==> src/rtl/display_scan_controller.sv <==
// Three-digit display sequencer: iterative shift-add-3 binary-to-BCD conversion on Load,
// then time-multiplexed digit scan with active-low enables and optional leading-zero blanking.
module display_scan_controller #(
    parameter int SCAN_DIV = 50000,
    parameter bit LZB      = 1'b1
) (
    input  logic       CLK,
    input  logic       RST,
    input  logic [9:0] Data,
    input  logic       Load,
    output logic       Busy,
    output logic       Overflow,
    output logic [1:0] SEL,
    output logic [3:0] AN,
    output logic [3:0] Digit,
    output logic       Blank
);

    localparam int PW = (SCAN_DIV > 1) ? $clog2(SCAN_DIV) : 1;
    localparam logic [PW-1:0] PMAX = PW'(SCAN_DIV - 1);

    typedef enum logic {IDLE, SHIFT} state_t;

    state_t        state_q;
    logic [9:0]    shreg_q;
    logic [11:0]   bcd_q;
    logic [3:0]    cnt_q;
    logic          busy_q;
    logic          ovf_q;
    logic [3:0]    hund_q, tens_q, ones_q;
    logic [PW-1:0] presc_q;
    logic [1:0]    sel_q;

    logic [11:0]   bcd_adj;
    logic [21:0]   shifted_d;
    logic [9:0]    data_sat;

    assign data_sat = (Data > 10'd999) ? 10'd999 : Data;

    // One double-dabble iteration: correct every nibble >= 5, then shift {BCD, binary} left.
    always_comb begin
        bcd_adj = bcd_q;
        for (int unsigned i = 0; i < 3; i++) begin
            if (bcd_q[4*i +: 4] >= 4'd5)
                bcd_adj[4*i +: 4] = bcd_q[4*i +: 4] + 4'd3;
        end
        shifted_d = {bcd_adj, shreg_q} << 1;
    end

    always_ff @(posedge CLK) begin
        if (RST) begin
            state_q <= IDLE;
            busy_q  <= 1'b0;
            ovf_q   <= 1'b0;
            shreg_q <= '0;
            bcd_q   <= '0;
            cnt_q   <= '0;
            hund_q  <= '0;
            tens_q  <= '0;
            ones_q  <= '0;
        end else begin
            case (state_q)
                IDLE: begin
                    if (Load) begin
                        shreg_q <= data_sat;
                        ovf_q   <= (Data > 10'd999);
                        bcd_q   <= '0;
                        cnt_q   <= '0;
                        busy_q  <= 1'b1;
                        state_q <= SHIFT;
                    end
                end
                SHIFT: begin
                    bcd_q   <= shifted_d[21:10];
                    shreg_q <= shifted_d[9:0];
                    cnt_q   <= cnt_q + 4'd1;
                    // Display registers are written only here, so a frame never shows a partial value.
                    if (cnt_q == 4'd9) begin
                        hund_q  <= shifted_d[21:18];
                        tens_q  <= shifted_d[17:14];
                        ones_q  <= shifted_d[13:10];
                        busy_q  <= 1'b0;
                        state_q <= IDLE;
                    end
                end
                default: state_q <= IDLE;
            endcase
        end
    end

    always_ff @(posedge CLK) begin
        if (RST) begin
            presc_q <= '0;
            sel_q   <= '0;
        end else if (presc_q == PMAX) begin
            presc_q <= '0;
            sel_q   <= sel_q + 2'd1;
        end else begin
            presc_q <= presc_q + 1'b1;
        end
    end

    always_comb begin
        Digit = '0;
        Blank = 1'b0;
        case (sel_q)
            2'd0: Digit = ones_q;
            2'd1: begin
                Digit = tens_q;
                Blank = LZB && (hund_q == 4'd0) && (tens_q == 4'd0);
            end
            2'd2: begin
                Digit = hund_q;
                Blank = LZB && (hund_q == 4'd0);
            end
            default: Blank = 1'b1;
        endcase
        AN = Blank ? '1 : ~(4'b0001 << sel_q);
    end

    assign Busy     = busy_q;
    assign Overflow = ovf_q;
    assign SEL      = sel_q;

endmodule

==> config.mk <==
export PLATFORM = sky130hd
export DESIGN_NAME = display_scan_controller
export DESIGN_NICKNAME = d
export VERILOG_FILES = /design/src/rtl/display_scan_controller.sv
export SDC_FILE = /design/constraint.sdc
export NUM_CORES = 1
export LEC_CHECK = 0
export CORE_MARGIN = 10
export CORE_UTILIZATION = 57
export DETAILED_ROUTE_END_ITERATION = 6
export GPL_TIMING_DRIVEN = 0
export PLACE_DENSITY = 0.79
export SKIP_CTS_REPAIR_TIMING = 1
export SYNTH_ARGS = -nofsm -noshare
export SYNTH_HDL_FRONTEND = slang
export SYNTH_SLANG_ARGS = --single-unit
==> constraint.sdc <==
create_clock -name CLK -period 1.85 [get_ports CLK]
set_input_delay 0.4625 -clock CLK [delete_from_list [all_inputs] [get_ports CLK]]
set_output_delay 0.4625 -clock CLK [all_outputs]
set_load 0.01 [all_outputs]
# Word-level counts from Yosys, hierarchy flattened

Cells that the tools add are included.

Flip-flop bits (word level): 59
Input bits: 13
Output and inout port bits: 13

Mux-type cells: 19
Magnitude comparators: 4
Add/sub/neg operators: 6
Bitwise operators: 2
Equality and inequality tests: 6
Reductions and logical operators: 8
Shift operators: 1

Operator list:

| operator                                                                             | number |
|---|---|
| 12-bit one-hot mux with 2 select lines                                               | 1 |
| 10-bit two-way mux                                                                   | 2 |
| 10-bit one-hot mux with 2 select lines                                               | 1 |
| 16-bit by 1-bit adder with 16-bit output (second input constant)                     | 1 |
| 16-bit equality test (second input constant)                                         | 1 |
| 4-bit two-way mux                                                                    | 4 |
| 4-bit by 3-bit greater-or-equal comparator with 1-bit output (second input constant) | 3 |
| 12-bit two-way mux                                                                   | 1 |
| 4-bit one-hot mux with 3 select lines                                                | 1 |
| 10-bit > comparator (second input constant)                                          | 1 |
| 4-bit by 2-bit adder with 4-bit output (second input constant)                       | 2 |
| 4-bit logical NOT                                                                    | 2 |
| 4-bit one-hot mux with 2 select lines                                                | 1 |
| 2-bit AND reduction                                                                  | 3 |
| 4-bit by 1-bit adder with 4-bit output (second input constant)                       | 1 |
| 4-bit equality test (second input constant)                                          | 1 |
| 1-bit two-way mux                                                                    | 4 |
| 4-bit inverter                                                                       | 1 |
| 1-bit one-hot mux with 2 select lines                                                | 2 |
| 1-bit by 2-bit left shift with 4-bit output (first input constant)                   | 1 |
| 3-bit by 2-bit adder with 3-bit output (second input constant)                       | 1 |
| 3-bit two-way mux                                                                    | 1 |
| 1-bit one-hot mux with 3 select lines                                                | 1 |
| 2-bit by 1-bit adder with 2-bit output (second input constant)                       | 1 |
| other kinds (8)                                                                      | 8 |

# Longest topological paths before layout

Depth in word-level cells: 4
Gate-level depth with buffers: 7

# Worst setup path before layout

OpenSTA, ideal clock, no wires.

Path kind: reg2out
From: register sel_q[0], in the netlist SEL[0]
To: output port AN[0]
Data required time: 1387 ps
Arrival time: 1335 ps
Cell stages (with the launch flop): 6
Setup slack: 53 ps
Path through: dfxtp_1 -> inv_1 -> ha_1 -> a21o_1 -> a21oi_1 -> nand2_1

Longest elaborated chain between the ends: 3
Elaborated cells on any way between the ends: 7
Those cells by class: eq/ne (2); shift (1); mux (2); bitwise (1); reduce/logical (1)

Ends and longest elaborated chain:

| what                                                                           | RTL line | source |
|---|---|---|
| from (decl)                                                                    | 32       | `logic [1:0] sel_q;` |
| from (signal assigned)                                                         | 97       | `sel_q <= sel_q + 2'd1;` |
| 2-bit equality test (tied with other cells)                                    | 106      | `case (sel_q)` |
| 1-bit one-hot mux with 3 select lines / 4-bit inverter (equally long branches) | 106, 118 |  |
| 4-bit two-way mux (*)                                                          | 118      | `AN = Blank ? '1 : ~(4'b0001 << sel_q);` |
| to (decl)                                                                      | 14       | `output logic [3:0] AN,` |

Mark *: on every way between the ends. The rest lies on a longest branch, timed or not.

# Final worst setup path

From: register sel_q[1], in the netlist SEL[1]
To: output port AN[2]

Same word-level chain as after synthesis.

==> key figures <==
Global routing
  • Vias in the first global route: between 2000 and 2500
  • First-pass GRT wire length: 11100 um
  • Grt ovf: 0
  • Initial antenna violation count: 0
  • Global-route usage over all layers: 0.163
  • Largest net degree at the start of global routing: 11

Detailed routing
  • Total wire length: 7130 um
  • DRC marker count from the first detailed-route iteration: 262
  • Met2 WL: 3690 um
  • Pre-antenna DRT Iters: 5
  • Top sig layer: met4
  • Via Count: roughly 2500
  • Drt drc: 0
  • Detail Route Antenna Nets: 0
  • Met3 WL: 326 um
  • WL per Instance: 15.6 um
  • DRT met1 WL: 2970 um
  • Vias per cell: 5.54

Run status
  • Violated checks: setup timing
  • Outcome: finished with violations

Floorplanning
  • Die area: 0.00829 sq mm
  • Die W: about 90 um
  • Die Ht: 91.1 um
  • Initial Utilization: 0.597
  • # rows: 25
  • Core ar.: slightly below 0.005 sq mm
  • Num ports: 26

Synthesis
  • Post-synth net total: 359
  • Cells after synthesis: 332
  • Register bit total from synthesis: 59
  • Unique masters post-synth: 40
  • Sequential element share of the synthesized area: 0.410
  • Syn avg cell area: 8.67 sq um
  • Post-Syn Area: 0.00288 sq mm
  • Ys Warns: 0

Critical path
  • Arrival time worst endpoint: 1.70 ns
  • Setup Crit Path Kind: reg2out
  • Crit-path leading delay family: flip-flops
  • Crit-path max FO: 6
  • CP Capture Type: output port
  • Worst path required time: approximately 1.4 ns
  • Worst path bufs/invs: 4
  • Critical Path Most Common Cell: buf_6
  • Max stage delay on crit path: 0.39 ns
  • Worst Setup Start Kind: flop
  • Crit-path cells: inv_2 > ha_4 > a21o_1 > a21oi_4 > buf_6 > buf_6 > nand2_2 > buf_6
  • CP max-delay cell: dfxtp_4

Finish
  • Design Area, Final: 0.00363 sq mm
  • Multi-input gate area: 0.00165 sq mm
  • Diodes inserted: 0
  • Fin cells: 456
  • Area growth, synth to finish: 26.2%
  • Filler instances: 378
  • Register area: between 0.001 and 0.0015 sq mm
  • Final net count: 411
  • Most common cell after layout, fill and taps aside: dfxtp_1
  • Share of layout cells above drive strength 1: 0.188
  • Commonest non-fill, non-tap cells in the layout: dfxtp_1, nor2_1, a21oi_1

Timing
  • Count of pins over their slew limit: 0
  • Fin Setup TNS: -2.06 ns
  • Slew @ Worst Pin: roughly 0.57 ns
  • Final Cycle Share: 1.17
  • Highest Clock Rate: 0.463 GHz
  • RSZ-0062 raised after global routing: yes
  • Worst rel slew slack: 0.617
  • Final WS setup: -0.308 ns
  • Worst Hold Slack: 0.473 ns
  • Minimum clock period: 2.16 ns
  • Final setup viols: 9
  • Final hold vios: 0
  • Skew final: 0.00964 ns

Clock network
  • Clk_lat worst skew: 0.35 ns
  • Clock root buffer: clkbuf_8
  • Max Root-Sink Buffers: 2
  • CTS tree: built
  • Clk pin slew, worst setup/hold paths: roughly 0.06 ns
  • CTS Sinks: 59
  • CTS Buf Count: 9
  • CTS H-tree lvls: 3

Placement
  • Pre-CTS setup slack: -0.490 ns
  • Placer Congestion: slightly below 0.9
  • Post-Place Cells: about 420
  • Placement Cell Area: 0.00320 sq mm
  • Hpwl dp: ~4700 um
  • Port Buffer Count: 24

Min path
  • Hold Crit Class: reg2reg

Pwr
  • PD cells: 700 mW/mm^2
  • Total leakage power: between 1 and 1.5 nW
  • VDD IR max: 0.601 mV

Job
  • Max-cap viol count: 0
-- stage by stage --
stage / util / power, mW
after floorplan: - / 1.45
after global placement: 0.665 / 1.51
after detailed placement: 0.665 / 1.52
after CTS: 0.701 / 2.55
after global routing: 0.754 / 2.63
final: 0.754 / 2.54
-- sequential cells by signal (all words and copies together), names as in the netlist --
register / cells
shreg_q: 10
Overflow: 1
tens_q: 4
hund_q: 4
ones_q: 4
cnt_q: 4
SEL: 2
state_q: 1
presc_q: 16
bcd_q: 12
Busy: 1
-- power by group --
part           leakage, nW  switching [mW]  internal, mW
sequential           0.482          0.0183          1.29
clock               0.0905           0.481         0.556
combinational        0.798           0.103        0.0931
-- path summary, 6_finish.rpt --
kind / start / endpoint / slack, ns / cells after the start
worst max-delay path: SEL[1] / AN[2] / -0.31 / 8
worst min-delay path: presc_q[0] / presc_q[0] / 0.47 / 1
worst max register to register: presc_q[12] / presc_q[3] / 0.03 / 6
worst min register to register: presc_q[0] / presc_q[0] / 0.47 / 1
-- per-layer routing --
| layer | GRT usage | vias to the layer above |
|---|---|---|
| met1 | 0.177 | 1198 |
| met5 | 0 | - |
| met2 | 0.286 | 45 |
| met3 | 0.0494 | 13 |
| met4 | 0.0744 | 0 |
| li1 | - | 1271 |
-- cell usage after synthesis --
| library cell | instances | share of area |
|---|---|---|
| dfxtp_1 | 59 | 0.41 |
| nor2_1 | 50 | 0.065 |
| a21oi_1 | 26 | 0.045 |
| o21ai_0 | 17 | 0.030 |
| xnor2_1 | 17 | 0.052 |
| nand2b_1 | 15 | 0.033 |
| ha_1 | 14 | 0.061 |
| inv_1 | 14 | 0.018 |
| nand2_1 | 13 | 0.017 |
| nand3_1 | 13 | 0.023 |
| clkbuf_1 | 10 | 0.013 |
| mux2i_1 | 10 | 0.035 |
| nor3_1 | 8 | 0.014 |
| nand3b_1 | 7 | 0.018 |
| nor3b_1 | 7 | 0.018 |
| nor4_1 | 6 | 0.013 |
| o22ai_1 | 6 | 0.013 |
| mux2_2 | 5 | 0.020 |
| a222oi_1 | 4 | 0.014 |
| nand4_1 | 4 | 0.0087 |
| a311oi_1 | 3 | 0.0091 |
| or3_1 | 3 | 0.0065 |
| and2_1 | 2 | 0.0043 |
| buf_2 | 2 | 0.0035 |
| nor2b_1 | 2 | 0.0043 |
| a2111oi_0 | 1 | 0.0030 |
| a21o_1 | 1 | 0.0026 |
| a41oi_1 | 1 | 0.0030 |
| and3_1 | 1 | 0.0022 |
| and4b_1 | 1 | 0.0035 |
| buf_1 | 1 | 0.0013 |
| buf_6 | 1 | 0.0039 |
| buf_8 | 1 | 0.0052 |
| nand4b_1 | 1 | 0.0030 |
| nor4_4 | 1 | 0.0074 |
| o2111a_1 | 1 | 0.0039 |
| o31a_1 | 1 | 0.0030 |
| or2_1 | 1 | 0.0022 |
| or4b_4 | 1 | 0.0048 |
| xor2_1 | 1 | 0.0030 |
-- logic make-up (layout without fill, tap and decap cells) --
| kind of cell | count (synthesis) | after routing | synth area share |
|---|---|---|---|
| AND/OR/NAND/NOR | 136 | 136 | 0.248 |
| AO/OA/AOI/OAI | 61 | 61 | 0.127 |
| flip-flops | 59 | 59 | 0.410 |
| buffers and inverters | 29 | 86 | 0.0452 |
| XOR/XNOR | 18 | 18 | 0.0548 |
| multiplexers | 15 | 15 | 0.0543 |
| adder cells (fa/ha/maj) | 14 | 14 | 0.0609 |
-- final cells by class --
class	count	share of cell area
well taps	67	0.0231
multi-input cells	244	0.454
clock inverters	2	0.00276
inverters	14	0.0152
flip-flops and latches	59	0.330
plain buffers	15	0.0231
repair buffers	41	0.107
clock buffers	14	0.0448
No activity file was read; power rests on OpenSTA's default activity.
==> RTL change 1: new RTL, config.mk and constraints unchanged <==
Change the parameter `SCAN_DIV` from 50000 to 100000.
--- a/src/rtl/display_scan_controller.sv
+++ b/src/rtl/display_scan_controller.sv
@@ -1,7 +1,7 @@
 // Three-digit display sequencer: iterative shift-add-3 binary-to-BCD conversion on Load,
 // then time-multiplexed digit scan with active-low enables and optional leading-zero blanking.
 module display_scan_controller #(
-    parameter int SCAN_DIV = 50000,
+    parameter int SCAN_DIV = 100000,
     parameter bit LZB      = 1'b1
 ) (
     input  logic       CLK,
Check against the original RTL: no difference found for any inputs over 10 cycles, from zero or initial values and one cycle with RST high; that may be too few to reach the edited logic, so the function may still have changed.
==> RTL change 1 against the original RTL <==
The flow still finishes with violations (negative setup slack). Setup slack better by 0.054 ns. Maximum frequency increased by 2.6%. Clock skew decreased by 0.0035 ns. Critical path depth down 1. Power rose by 5.6%. Cell count is 0.44% higher. Area after synthesis is 1.7% higher. Sequential cell count rose by 1. Core utilization is 1.2 points lower. Design area rose by 3.0%. Sequential share of layout area shrank 0.21 points. Routed wire length is 1.4% higher. Critical endpoint is now AN[3].
==> RTL change 1: results <==
[outcome]
status = "finished with violations"
violations = "negative setup slack"

[finish]
nets = 412
top_regs = "presc_q x17, bcd_q x12, shreg_q x10"
inverters = 15
clkbuf_count = 12
n_all_buffers = 52
bufAreaShareNonClock_pct = 12.1
layout.area.seq_mm2 = 0.00122
nFillCells = 374
fin_cells = 458
multi_input_cells = 247
drive_gt1_share_pct = 21.1
multi_input_area_share_pct = 46.1

[placed_design]
dp.cells = 431
dpl_cell_area_mm2 = 0.00325
place.gp.congestion = 0.857
dp_slack_ns = -0.440
dp_hpwl_um = 4650

[sta]
worst_pin_slew_ns = 0.545
hold_slack_ns = 0.476
post-route-worst-setup-slack_ns = -0.255
setup_viol = 25
tns_ns = -2.60
skew_ns = 0.00611

[grt]
grt.total_usage_pct = 15.7
grt_util_met2_pct = 24.5
grt_pass1_wl_um = 11000
grt_util_met3_pct = 4.16
first_global_vias = 2430

[detailed_routing]
wl_met3_um = 365
viasPerCell = 5.70
wl_per_cell_um = 15.8
wl_met1_um = 3220
wl_met2_um = 3520

[synth]
syn-num-nets = 364
synthDistinctLibCells = 41
syn_inst = 337
synth.area.mux_share_pct = 5.34
synth_xor_area_share_pct = 5.39
ys_seq_area_share_pct = 41.0
syn-cell-area_mm2 = 0.00293
synth_compound_area_share_pct = 12.9
synth_top_cells_by_count = "dfxtp_1 (60), nor2_1 (48), a21oi_1 (27)"

[power]
p_sw_mw = 0.595
p_clk_share_pct = 42.8
p_leak_nw = 1.35
power.density_mw_per_mm2 = 718

[die]
num_rows = 26

[setup_path]
ff2ff_setup_slack_ns = -0.10
arrival_ns = 1.64
max_stage_delay_ns = 0.37

[cts]
clk_latency_ns = 0.33
RTL change 1: cell types whose count changed after synthesis, sizes merged, moves of 2 or more:
cell    unedited run  this run
nand3             13        11
clkbuf            10        12
buf                5         3
or4bb              0         2
RTL change 1: cell families (layout without fill, tap and decap cells):
| logic type | count (synthesis) | count (layout) |
|---|---|---|
| xor+xnor | 18 | 18 |
| buf+inv | 30 | 81 |
| simple gates | 137 | 137 |
| flops | 60 | 60 |
| compound gates | 63 | 63 |
| mux | 15 | 15 |
| fa+ha+maj | 14 | 14 |
RTL change 1: worst paths after layout:
kind                                       startpoint                     to  depth (start not counted)
worst max-delay path              SEL[1]$_SDFFE_PP0N_                  AN[3]                          7
worst min register to register  Overflow$_SDFFE_PP0P_  Overflow$_SDFFE_PP0P_                          2
worst max register to register  presc_q[5]$_SDFF_PP0_  presc_q[9]$_SDFF_PP0_                          6
worst min-delay path            Overflow$_SDFFE_PP0P_  Overflow$_SDFFE_PP0P_                          2
==> RTL change 2: new RTL, same settings <==
Without the edit above. Put one more register stage on the output `SEL`, cleared by the reset. The value now appears one clock later. The other outputs are not delayed to match.
--- a/src/rtl/display_scan_controller.sv
+++ b/src/rtl/display_scan_controller.sv
@@ -120,7 +120,13 @@
 
     assign Busy     = busy_q;
     assign Overflow = ovf_q;
-    assign SEL      = sel_q;
+    always_ff @(posedge CLK) begin
+        if (RST) begin
+            SEL <= '0;
+        end else begin
+            SEL <= sel_q;
+        end
+    end
 
 endmodule
 
Check against the original RTL: same outputs for any inputs over 10 cycles, from zero or initial values and one cycle with RST high; that may be too few to reach the edited logic, so the function may still have changed.
==> RTL change 2 against the original RTL <==
The flow still finishes with violations (negative setup slack). Area after synthesis increased by 0.83%. Clock skew down 0.0027 ns. Routed wire length decreased by 9.4%. Power up 1.7%. Design area down 3.1%. Cell count is 2.2% lower. Critical endpoint is now AN[3]. Setup slack gained 0.070 ns. Synthesized cell count is 0.60% higher. Sequential cell count is 2 higher.
==> RTL change 2: results <==
[synth]
synth-adder-area-share_pct = 6.04
ys_seq_area_share_pct = 42.1
syn-num-nets = 361
synth_top_cells_by_count = "dfxtp_1 (61), nor2_1 (52), a21oi_1 (26)"
syn_area_per_cell_um2 = 8.69
synth_compound_area_share_pct = 12.1
synthDistinctLibCells = 36
synthTopCellsByArea = "dfxtp_1 (42%), nor2_1 (6.7%), ha_1 (6.0%)"
synth_xor_area_share_pct = 5.74
synth.area.mux_share_pct = 5.39

[grt]
grt.total_usage_pct = 16.0
grt_max_degree = 13
grt_pass1_wl_um = 11200
first_global_vias = 2394
grt_util_met3_pct = 5.35
grt_util_met2_pct = 26.1
use_met1_pct = 19.2

[sta]
setup_viol = 19
skew_ns = 0.00691
tns_ns = -1.99
post-route-worst-setup-slack_ns = -0.238
hold_slack_ns = 0.472
max_slew_margin_pct = 65.2

[finish]
post-route-util_pct = 73.0
drive_gt1_share_pct = 16.1
nets = 401

[cts]
numCtsBuffers = 9

[setup_path]
rr_worst_depth = 5
arrival_ns = 1.63
crit_path_top_delay_cell = "dfxtp_4"
rr_startpoint = "presc_q[10]$_SDFF_PP0_"
r2r-end = "presc_q[9]$_SDFF_PP0_"
max_stage_delay_ns = 0.38
ff2ff_setup_slack_ns = -0.03

[power]
ir_worst_vdd_mv = 0.529
p_clk_share_pct = 40.5
p_leak_nw = 1.25
seq_cell_power_mw = 1.35
p_seq_share_pct = 52.2
switching_share_pct = 26.2

[placed_design]
place.gp.congestion = 0.831
dp_hpwl_um = 4580
dpl_cell_area_mm2 = 0.00323
dp.cells = 425
dp_slack_ns = -0.448

[outcome]
status = "finished with violations"
violations = "negative setup slack"

[detailed_routing]
wl_met1_um = 2890
first_iter_violations = 149
wl_per_cell_um = 14.5
wl_met3_um = 295
wl_met2_um = 3190
vias = 2466
viasPerCell = 5.53

[min_path]
hp-class = "flop to flop"
min-delay-start = "presc_q[0]$_SDFF_PP0_"
hold_depth = 1

[die]
die-area_mm2 = 0.00834
-- RTL change 2: cell count changes after synthesis, sizes merged, moves of 2 or more --
cell and change:
buf -4, clkbuf +3, dfxtp +2, nor2 +2
-- RTL change 2: final cells by class --
type,instances,area (um2)
clock buffers,9,124
flip-flops and latches,61,1230
clock inverters,7,50.0
multi-input cells,245,1650
plain buffers,14,70.1
fillers,377,1300
inverters,14,56.3
repair buffers,29,254
well taps,67,83.8
-- RTL change 2: how the worst max path moves through the flow --
stage,from,to
finish,sel_q[0]$_SDFFE_PP0N_,AN[3]
global route,sel_q[0]$_SDFFE_PP0N_,AN[2]
CTS,sel_q[0]$_SDFFE_PP0N_,AN[1]
detailed placement,sel_q[0]$_SDFFE_PP0N_,AN[1]
global placement,sel_q[0]$_SDFFE_PP0N_,AN[2]
floorplan,presc_q[4]$_SDFF_PP0_,presc_q[9]$_SDFF_PP0_
